### config.mk
export PLATFORM = sky130hd
export DESIGN_NAME = sort_chain_ctrl
export DESIGN_NICKNAME = d
export VERILOG_FILES = /design/src/rtl/sort_chain_ctrl.sv
export SDC_FILE = /design/constraint.sdc
export NUM_CORES = 1
export LEC_CHECK = 0
export CORE_ASPECT_RATIO = 1.4
export CORE_MARGIN = 2
export CORE_UTILIZATION = 34
export DETAILED_ROUTE_END_ITERATION = 8
export PLACE_DENSITY = 0.87
export SYNTH_ARGS = -nofsm -noshare
export SYNTH_HDL_FRONTEND = slang
export SYNTH_SLANG_ARGS = --single-unit
### constraint.sdc
create_clock -name ap_clk -period 3 [get_ports ap_clk]
set_input_delay 0.6 -clock ap_clk [delete_from_list [all_inputs] [get_ports ap_clk]]
set_output_delay 0.6 -clock ap_clk [all_outputs]
set_load 0.005 [all_outputs]
### src/rtl/sort_chain_ctrl.sv
// Controller for an insertion-sort cell chain: feeds a batch plus sentinel flush words
// into the chain, discards the chain's first N_CELLS outputs and forwards the sorted rest.
module sort_chain_ctrl #(
    parameter int          N_CELLS  = 8,
    parameter logic [31:0] SENTINEL = 32'h7FFFFFFF
) (
    input  logic        ap_clk,
    input  logic        ap_rst,
    input  logic        ap_start,
    output logic        ap_done,
    output logic        ap_idle,
    output logic        ap_ready,
    input  logic        ap_continue,
    input  logic [7:0]  cfg_len,
    input  logic [31:0] src_dout,
    input  logic        src_empty_n,
    output logic        src_read,
    output logic [31:0] chn_din,
    input  logic        chn_full_n,
    output logic        chn_write,
    input  logic [31:0] res_dout,
    input  logic        res_empty_n,
    output logic        res_read,
    output logic [31:0] snk_din,
    input  logic        snk_full_n,
    output logic        snk_write,
    output logic        cell_rst,
    output logic        cell_start,
    output logic        cell_continue
);

    localparam int            CW  = $clog2(2 * N_CELLS + 1);
    localparam logic [CW-1:0] NC  = CW'(N_CELLS);
    localparam logic [CW-1:0] ONE = CW'(1);

    typedef enum logic [5:0] {
        S_IDLE  = 6'b000001,
        S_CRST  = 6'b000010,
        S_FEED  = 6'b000100,
        S_FLUSH = 6'b001000,
        S_DRAIN = 6'b010000,
        S_DONE  = 6'b100000
    } state_t;

    state_t        r_state;
    state_t        w_next;
    logic [CW-1:0] r_len;
    logic [CW-1:0] r_in_cnt;
    logic [CW-1:0] r_out_cnt;
    logic [CW-1:0] r_flush_cnt;
    logic          r_crst_cnt;

    logic [CW-1:0] w_len_sat;
    logic [CW-1:0] w_total;
    logic          w_active;
    logic          w_out_open;
    logic          w_discard;
    logic          w_src_xfer;
    logic          w_flush_wr;
    logic          w_res_rd;
    logic          w_fwd;

    assign w_len_sat  = (int'(cfg_len) > N_CELLS) ? NC : CW'(cfg_len);
    assign w_total    = NC + r_len;
    assign w_active   = (r_state == S_FEED) || (r_state == S_FLUSH) || (r_state == S_DRAIN);
    assign w_out_open = r_out_cnt < w_total;
    assign w_discard  = r_out_cnt < NC;
    assign w_src_xfer = (r_state == S_FEED) && src_empty_n && chn_full_n;
    assign w_flush_wr = (r_state == S_FLUSH) && chn_full_n;
    // Collection runs beside feeding; warm-up outputs are dropped without waiting for the sink.
    assign w_res_rd   = w_active && w_out_open && res_empty_n && (w_discard || snk_full_n);
    assign w_fwd      = w_active && w_out_open && !w_discard && res_empty_n && snk_full_n;

    always_ff @(posedge ap_clk) begin
        // NOTE: sequential state uses non-blocking assignments so every register samples pre-edge values.
        if (ap_rst) r_state <= S_IDLE;
        else        r_state <= w_next;
    end

    always_comb begin
        // NOTE: default first so every path assigns w_next and no latch is inferred.
        w_next = r_state;
        unique case (r_state)
            S_IDLE:  if (ap_start) w_next = (cfg_len == 8'd0) ? S_DONE : S_CRST;
            S_CRST:  if (r_crst_cnt) w_next = S_FEED;
            S_FEED:  if (w_src_xfer && (r_in_cnt == r_len - ONE)) w_next = S_FLUSH;
            S_FLUSH: if (w_flush_wr && (r_flush_cnt == NC - ONE)) w_next = S_DRAIN;
            S_DRAIN: if (r_out_cnt == w_total) w_next = S_DONE;
            S_DONE:  if (ap_continue) w_next = S_IDLE;
            default: w_next = S_IDLE;
        endcase
    end

    always_ff @(posedge ap_clk) begin
        if (ap_rst) begin
            r_len       <= '0;
            r_in_cnt    <= '0;
            r_out_cnt   <= '0;
            r_flush_cnt <= '0;
            r_crst_cnt  <= 1'b0;
        end else begin
            if (r_state == S_IDLE && ap_start) r_len <= w_len_sat;
            if (r_state == S_CRST) begin
                r_crst_cnt  <= 1'b1;
                r_in_cnt    <= '0;
                r_out_cnt   <= '0;
                r_flush_cnt <= '0;
            end else begin
                r_crst_cnt <= 1'b0;
                if (w_src_xfer) r_in_cnt    <= r_in_cnt + ONE;
                if (w_flush_wr) r_flush_cnt <= r_flush_cnt + ONE;
                if (w_res_rd)   r_out_cnt   <= r_out_cnt + ONE;
            end
        end
    end

    always_comb begin
        ap_idle       = 1'b0;
        ap_done       = 1'b0;
        ap_ready      = 1'b0;
        src_read      = 1'b0;
        chn_write     = 1'b0;
        chn_din       = '0;
        res_read      = 1'b0;
        snk_write     = 1'b0;
        snk_din       = '0;
        cell_rst      = 1'b0;
        cell_start    = 1'b0;
        cell_continue = 1'b0;
        unique case (r_state)
            S_IDLE: ap_idle  = 1'b1;
            S_CRST: cell_rst = 1'b1;
            S_FEED: begin
                src_read  = w_src_xfer;
                chn_write = w_src_xfer;
                chn_din   = src_dout;
            end
            S_FLUSH: begin
                chn_write = w_flush_wr;
                chn_din   = SENTINEL;
            end
            S_DONE: begin
                ap_done  = 1'b1;
                ap_ready = 1'b1;
            end
            default: ;
        endcase
        if (w_active) begin
            cell_start    = 1'b1;
            cell_continue = 1'b1;
            res_read      = w_res_rd;
            snk_write     = w_fwd;
            snk_din       = w_fwd ? res_dout : '0;
        end
    end

endmodule
Yosys cells after proc, flatten, opt, wreduce, memory -nomap -nowiden --
Index checks and enable logic that the tools add are counted.
Cells by class: add/subtract/negate cells 5, multipliers 0, div/mod/pow operators 0, order comparisons 3, equal/unequal tests 15, shift-type cells 0, mux-type cells 20, bitwise operators 0, reductions and logical operators 19
Operators with widths (count):
- $mux 32 | 2
- $pmux 32 s2 | 1
- $mux 6 | 7
- $pmux 6 s6 | 1
- $add 5x1->5 const B | 3
- $logic_and 1x1->1 | 12
- $eq 5x5->1 | 2
- $gt 8x4->1 const B | 1
- $logic_not 8->1 | 1
- $mux 1 | 7
- $eq 6x1->1 const B | 1
- $eq 6x2->1 const B | 1
- $eq 6x3->1 const B | 1
- $eq 6x4->1 const B | 1
- $eq 6x5->1 const B | 1
- $eq 6x6->1 const B | 1
- $ne 2x1->1 const B | 3
- $ne 2x2->1 const B | 3
- $reduce_and 6->1 | 1
- $add 4x5->5 const A | 1
- $eq 5x3->1 const B | 1
- $lt 5x4->1 const B | 1
- $lt 5x5->1 | 1
- $mux 5 | 1
- 5 further kinds | 7
Storage, ports and cells: register bits 27, bits in latches 0, memory bits (writable) 0, memory bits (read-only) 0, bits of input ports 80, output and inout bits 74, memories 0

Logic depth before layout (Yosys ltp) --
depth after elaboration 9, depth in mapped cells 8, gate-level depth less buffers 7

Worst setup path after synthesis --
Ideal clock, no wire load.
kind reg-to-output, from register r_len[3], to output port snk_din[22], arrival 1865 ps, data required time 2400 ps, slack 535 ps, stages on the path, launching flop included 8, path buffers 1, cell sequence dfxtp_1 xnor2_1 ha_1 nand2_1 nand3b_1 nor4_1 clkbuf_1 and2_1
Between the ends: word-level cells in the longest chain between the ends 8
Ends and longest elaborated chain:
- start, declared | line 47 | logic [CW-1:0] r_len;
- start signal, assigned | line 102 | if (r_state == S_IDLE && ap_start) r_len <= w_len_sat;
- $add 4x5->5 | line 64 | assign w_total = NC + r_len;
- $lt 5x5->1 | line 66 | assign w_out_open = r_out_cnt < w_total;
- $logic_and 1x1->1 (4 in a row) | line 72 | assign w_fwd = w_active && w_out_open && !w_discard && res_empty_n && snk_full_n;
- $mux 32 | line 153 | snk_din = w_fwd ? res_dout : '0;
- $mux 32 | line 148 | if (w_active) begin
- end, declared | line 24 | output logic [31:0] snk_din,
No other way between the ends.

Worst setup path in the final report --
from register r_len[4], to output port snk_din[15]
Same word-level chain as after synthesis.

==> results.yml <==
floorplanning:
  dieArea_mm2: 0.00657
  rows: 33
  io_pins: 154
  coreArea_mm2: 0.00578
  dieWidth_um: 69.1
  dieHeight_um: 95.1
  initial_utilization_pct: 34.9
routing:
  drt_wl_total_um: 7880
  first_iter_violations: 69
  drc: 0
  vias: 2654
  postRouteAntennaNets: 0
  drt-pass1-iter-count: 4
  wl_per_cell_um: 15.8
  via_per_inst: 5.33
placement:
  placed_cell_area_mm2: 0.00366
  gp_congestion: 0.909
  place_hpwl_um: 5820
  dpl.cell_count: 477
  port_buffers: 153
power:
  peakVddDrop_v: 0.000208
  p_switching_uw: 322
  p_comb_share_pct: 40.8
  power_frac_seq_pct: 39.4
  p_per_area_mw_per_mm2: 257
  clkPwrFrac_pct: 19.8
  switching_share_pct: 31.1
  p_leak_uw: 0.00254
  p_int_uw: 715
synthesis:
  ys_seq_area_share_pct: 26.8
  ys_async_sr_fraction_pct: 0
  synthCells: 260
  netlist_area_mm2: 0.00202
  ys_types: 42
  synthFlopType: "dfxtp_1"
  yosys-top-cells-area: "dfxtp_1, a21o_1, and2_1"
  postSynthAreaPerCell_um2: 7.75
  synth_edf_count: 0
  synth_fp_nets: 349
  yosys_warnings: 0
  synth-seq-cells: 27
  yosys.area.top_type: "dfxtp_1"
  synth_top_area_share_pct: 26.8
critical_path:
  worst_setup_path_start_kind: "flop"
  required_ns: 2.40
  endpoint_kind: "primary output"
  slowest_delay_ns: 0.50
  crit_chain: "xnor2_2 -> ha_1 -> nand2_1 -> nand3b_1 -> nor4_4 -> buf_4 -> buf_6 -> and2_1 -> clkdlybuf4s50_1"
  worst_path_max_delay_cell: "clkdlybuf4s50_1"
  cp_data_arrival_time_ns: 2.46
  critical_path.max_fanout: 16
  setup.worst_path.class: "flop to primary output"
timing:
  timing.hold.ws_ns: 0.483
  drv_slew: 0
  finalHoldViolations: 0
  finClkSkew_ns: 0.00720
  rsz0062_at_grt: "true"
  fin_crit_ns: 3.06
  slew-limit-headroom_pct: 58.7
  worst-slew-pin-transition_ns: 0.617
  clock.fmax_mhz: 326
  fin_crit_sh_pct: 102
  layout_setup_ws_ns: -0.0639
  setup_viol: 20
grt:
  grt_overflow: 0
  grt_pass1_wl_um: 11700
  grt_max_degree: 32
  antenna_found_initial: 0
  grt_usage_pct: 22.1
  grt_pass1_vias: 2543
layout:
  final_nets: 518
  register_area_um2: 554
  nFillCells: 421
  multiInputGateArea_mm2: 0.00142
  syn_to_final_growth_pct: 100
  drive_above_1_share_pct: 11.2
  stdcell_area_mm2: 0.00404
  final_common_cell: "clkdlybuf4s50_1"
  stdcell_count: 498
  num_antenna_cells: 0
  final_cell_mix: "clkdlybuf4s50_1, dlymetal6s2s_1, and2_1"
clock_network:
  cts_tree: "done"
  clock-sinks: 27
  cts_max_path_buffers: 2
  cts_buffers: 3
  clkTransAtPathRegs_ns: 0.09
  htreeDepth: 1
  cts_root_buf: "clkbuf_8"
  clk_latency_ns: 0.27
run_status:
  violations: "negative setup slack"
  status: "finished with violations"
hold_path:
  hold_class: "flop to flop"
job:
  drv_cap: 0
==> cell families (layout without fill, tap and decap cells) <==
family	count (synthesis)	count (layout)	synth area share, %
AO/OA/AOI/OAI	66	66	22.0
XOR/XNOR	15	15	6.52
adder cells (fa/ha/maj)	9	9	5.59
buffers and inverters	26	194	5.28
flip-flops	27	27	26.8
multiplexers	1	1	0.497
AND/OR/NAND/NOR	116	116	33.3
==> per-stage QoR <==
| stage | setup slack (ns) | TNS [ns] | utilization (%) | total power, uW |
|---|---|---|---|---|
| 3_3_place_gp | 0.0707 | 0 | 63.4 | 787 |
| 2_1_floorplan | 0.535 | 0 | - | 571 |
| 3_5_place_dp | 0.00698 | 0 | 63.4 | 793 |
| 4_1_cts | 0.00177 | 0 | 65.8 | 1010 |
| 6_report | -0.0639 | -0.819 | 69.8 | 1040 |
| 5_1_grt | -0.153 | -2.64 | 69.8 | 1100 |
==> state kept, by name, indices dropped and copies added (netlist names) <==
name / cells
r_state: 6
r_crst_cnt: 1
r_len: 5
r_out_cnt: 5
r_flush_cnt: 5
r_in_cnt: 5
==> layout make-up <==
type	instances	area share [%]
inverter	9	0.837
clock buffer	4	1.12
tap	70	2.17
multi-input combinational	207	35.2
sequential	27	13.7
timing repair buffer	181	46.9
==> worst max-delay path: cells and delay by family, from the launching register on <==
family,cells,cell delay [ns]
simple gates,4,0.57
fa+ha+maj,1,0.32
flops,1,0.36
xor+xnor,1,0.14
buf+inv,3,0.82
==> cells in the mapped netlist (all sizes together), types with 3 or more instances <==
| cell | instances |
|---|---|
| a21oi | 14 |
| or4 | 6 |
| xnor2 | 8 |
| and2 | 33 |
| dfxtp | 27 |
| or3 | 6 |
| a21o | 31 |
| nand2 | 16 |
| ha | 9 |
| buf | 3 |
| clkbuf | 14 |
| nor2 | 17 |
| nor4 | 3 |
| nand2b | 3 |
| inv | 9 |
| o21ai | 10 |
| nand3b | 4 |
| nor3 | 5 |
| xor2 | 7 |
| nand3 | 7 |
| nor3b | 3 |
| nand4 | 6 |
==> power by group through the flow <==
stage	Combinational, uW	Clock, uW	Sequential (uW)
after floorplan	165	0	406
after global placement	381	0	406
after detailed placement	384	0	409
after CTS	399	206	400
after global routing	459	222	414
final	423	205	409
==> per-layer routing <==
metal | GRT usage, % | share of wire [%] | wire length (um)
met2 | 43.8 | 53 | 4190
met1 | 21.7 | 34 | 2660
met3 | 5.39 | 9.3 | 734
met4 | 8.99 | 3.6 | 286
met5 | 0 | 0 | 0
==> repair_timing <==
item	CTS	global route
endpoints found under the setup margin	60	65
hold buffers	0	0
gates resized for setup	18	51
pin swaps	6	5
buffers inserted	4	9
gates cloned	3	1
==> final timing paths <==
check                              start                     endpoint  slack (ns)  cells after the start
min reg2reg  r_flush_cnt[1]$_SDFFE_PP0P_  r_flush_cnt[1]$_SDFFE_PP0P_        0.48                      2
min          r_flush_cnt[1]$_SDFFE_PP0P_  r_flush_cnt[1]$_SDFFE_PP0P_        0.48                      2
max reg2reg        r_len[4]$_SDFFE_PP0P_    r_out_cnt[4]$_SDFFE_PP0P_        0.62                      9
max                r_len[4]$_SDFFE_PP0P_                  snk_din[15]       -0.06                      9
Note: power is estimated with default switching activity, not from simulation.
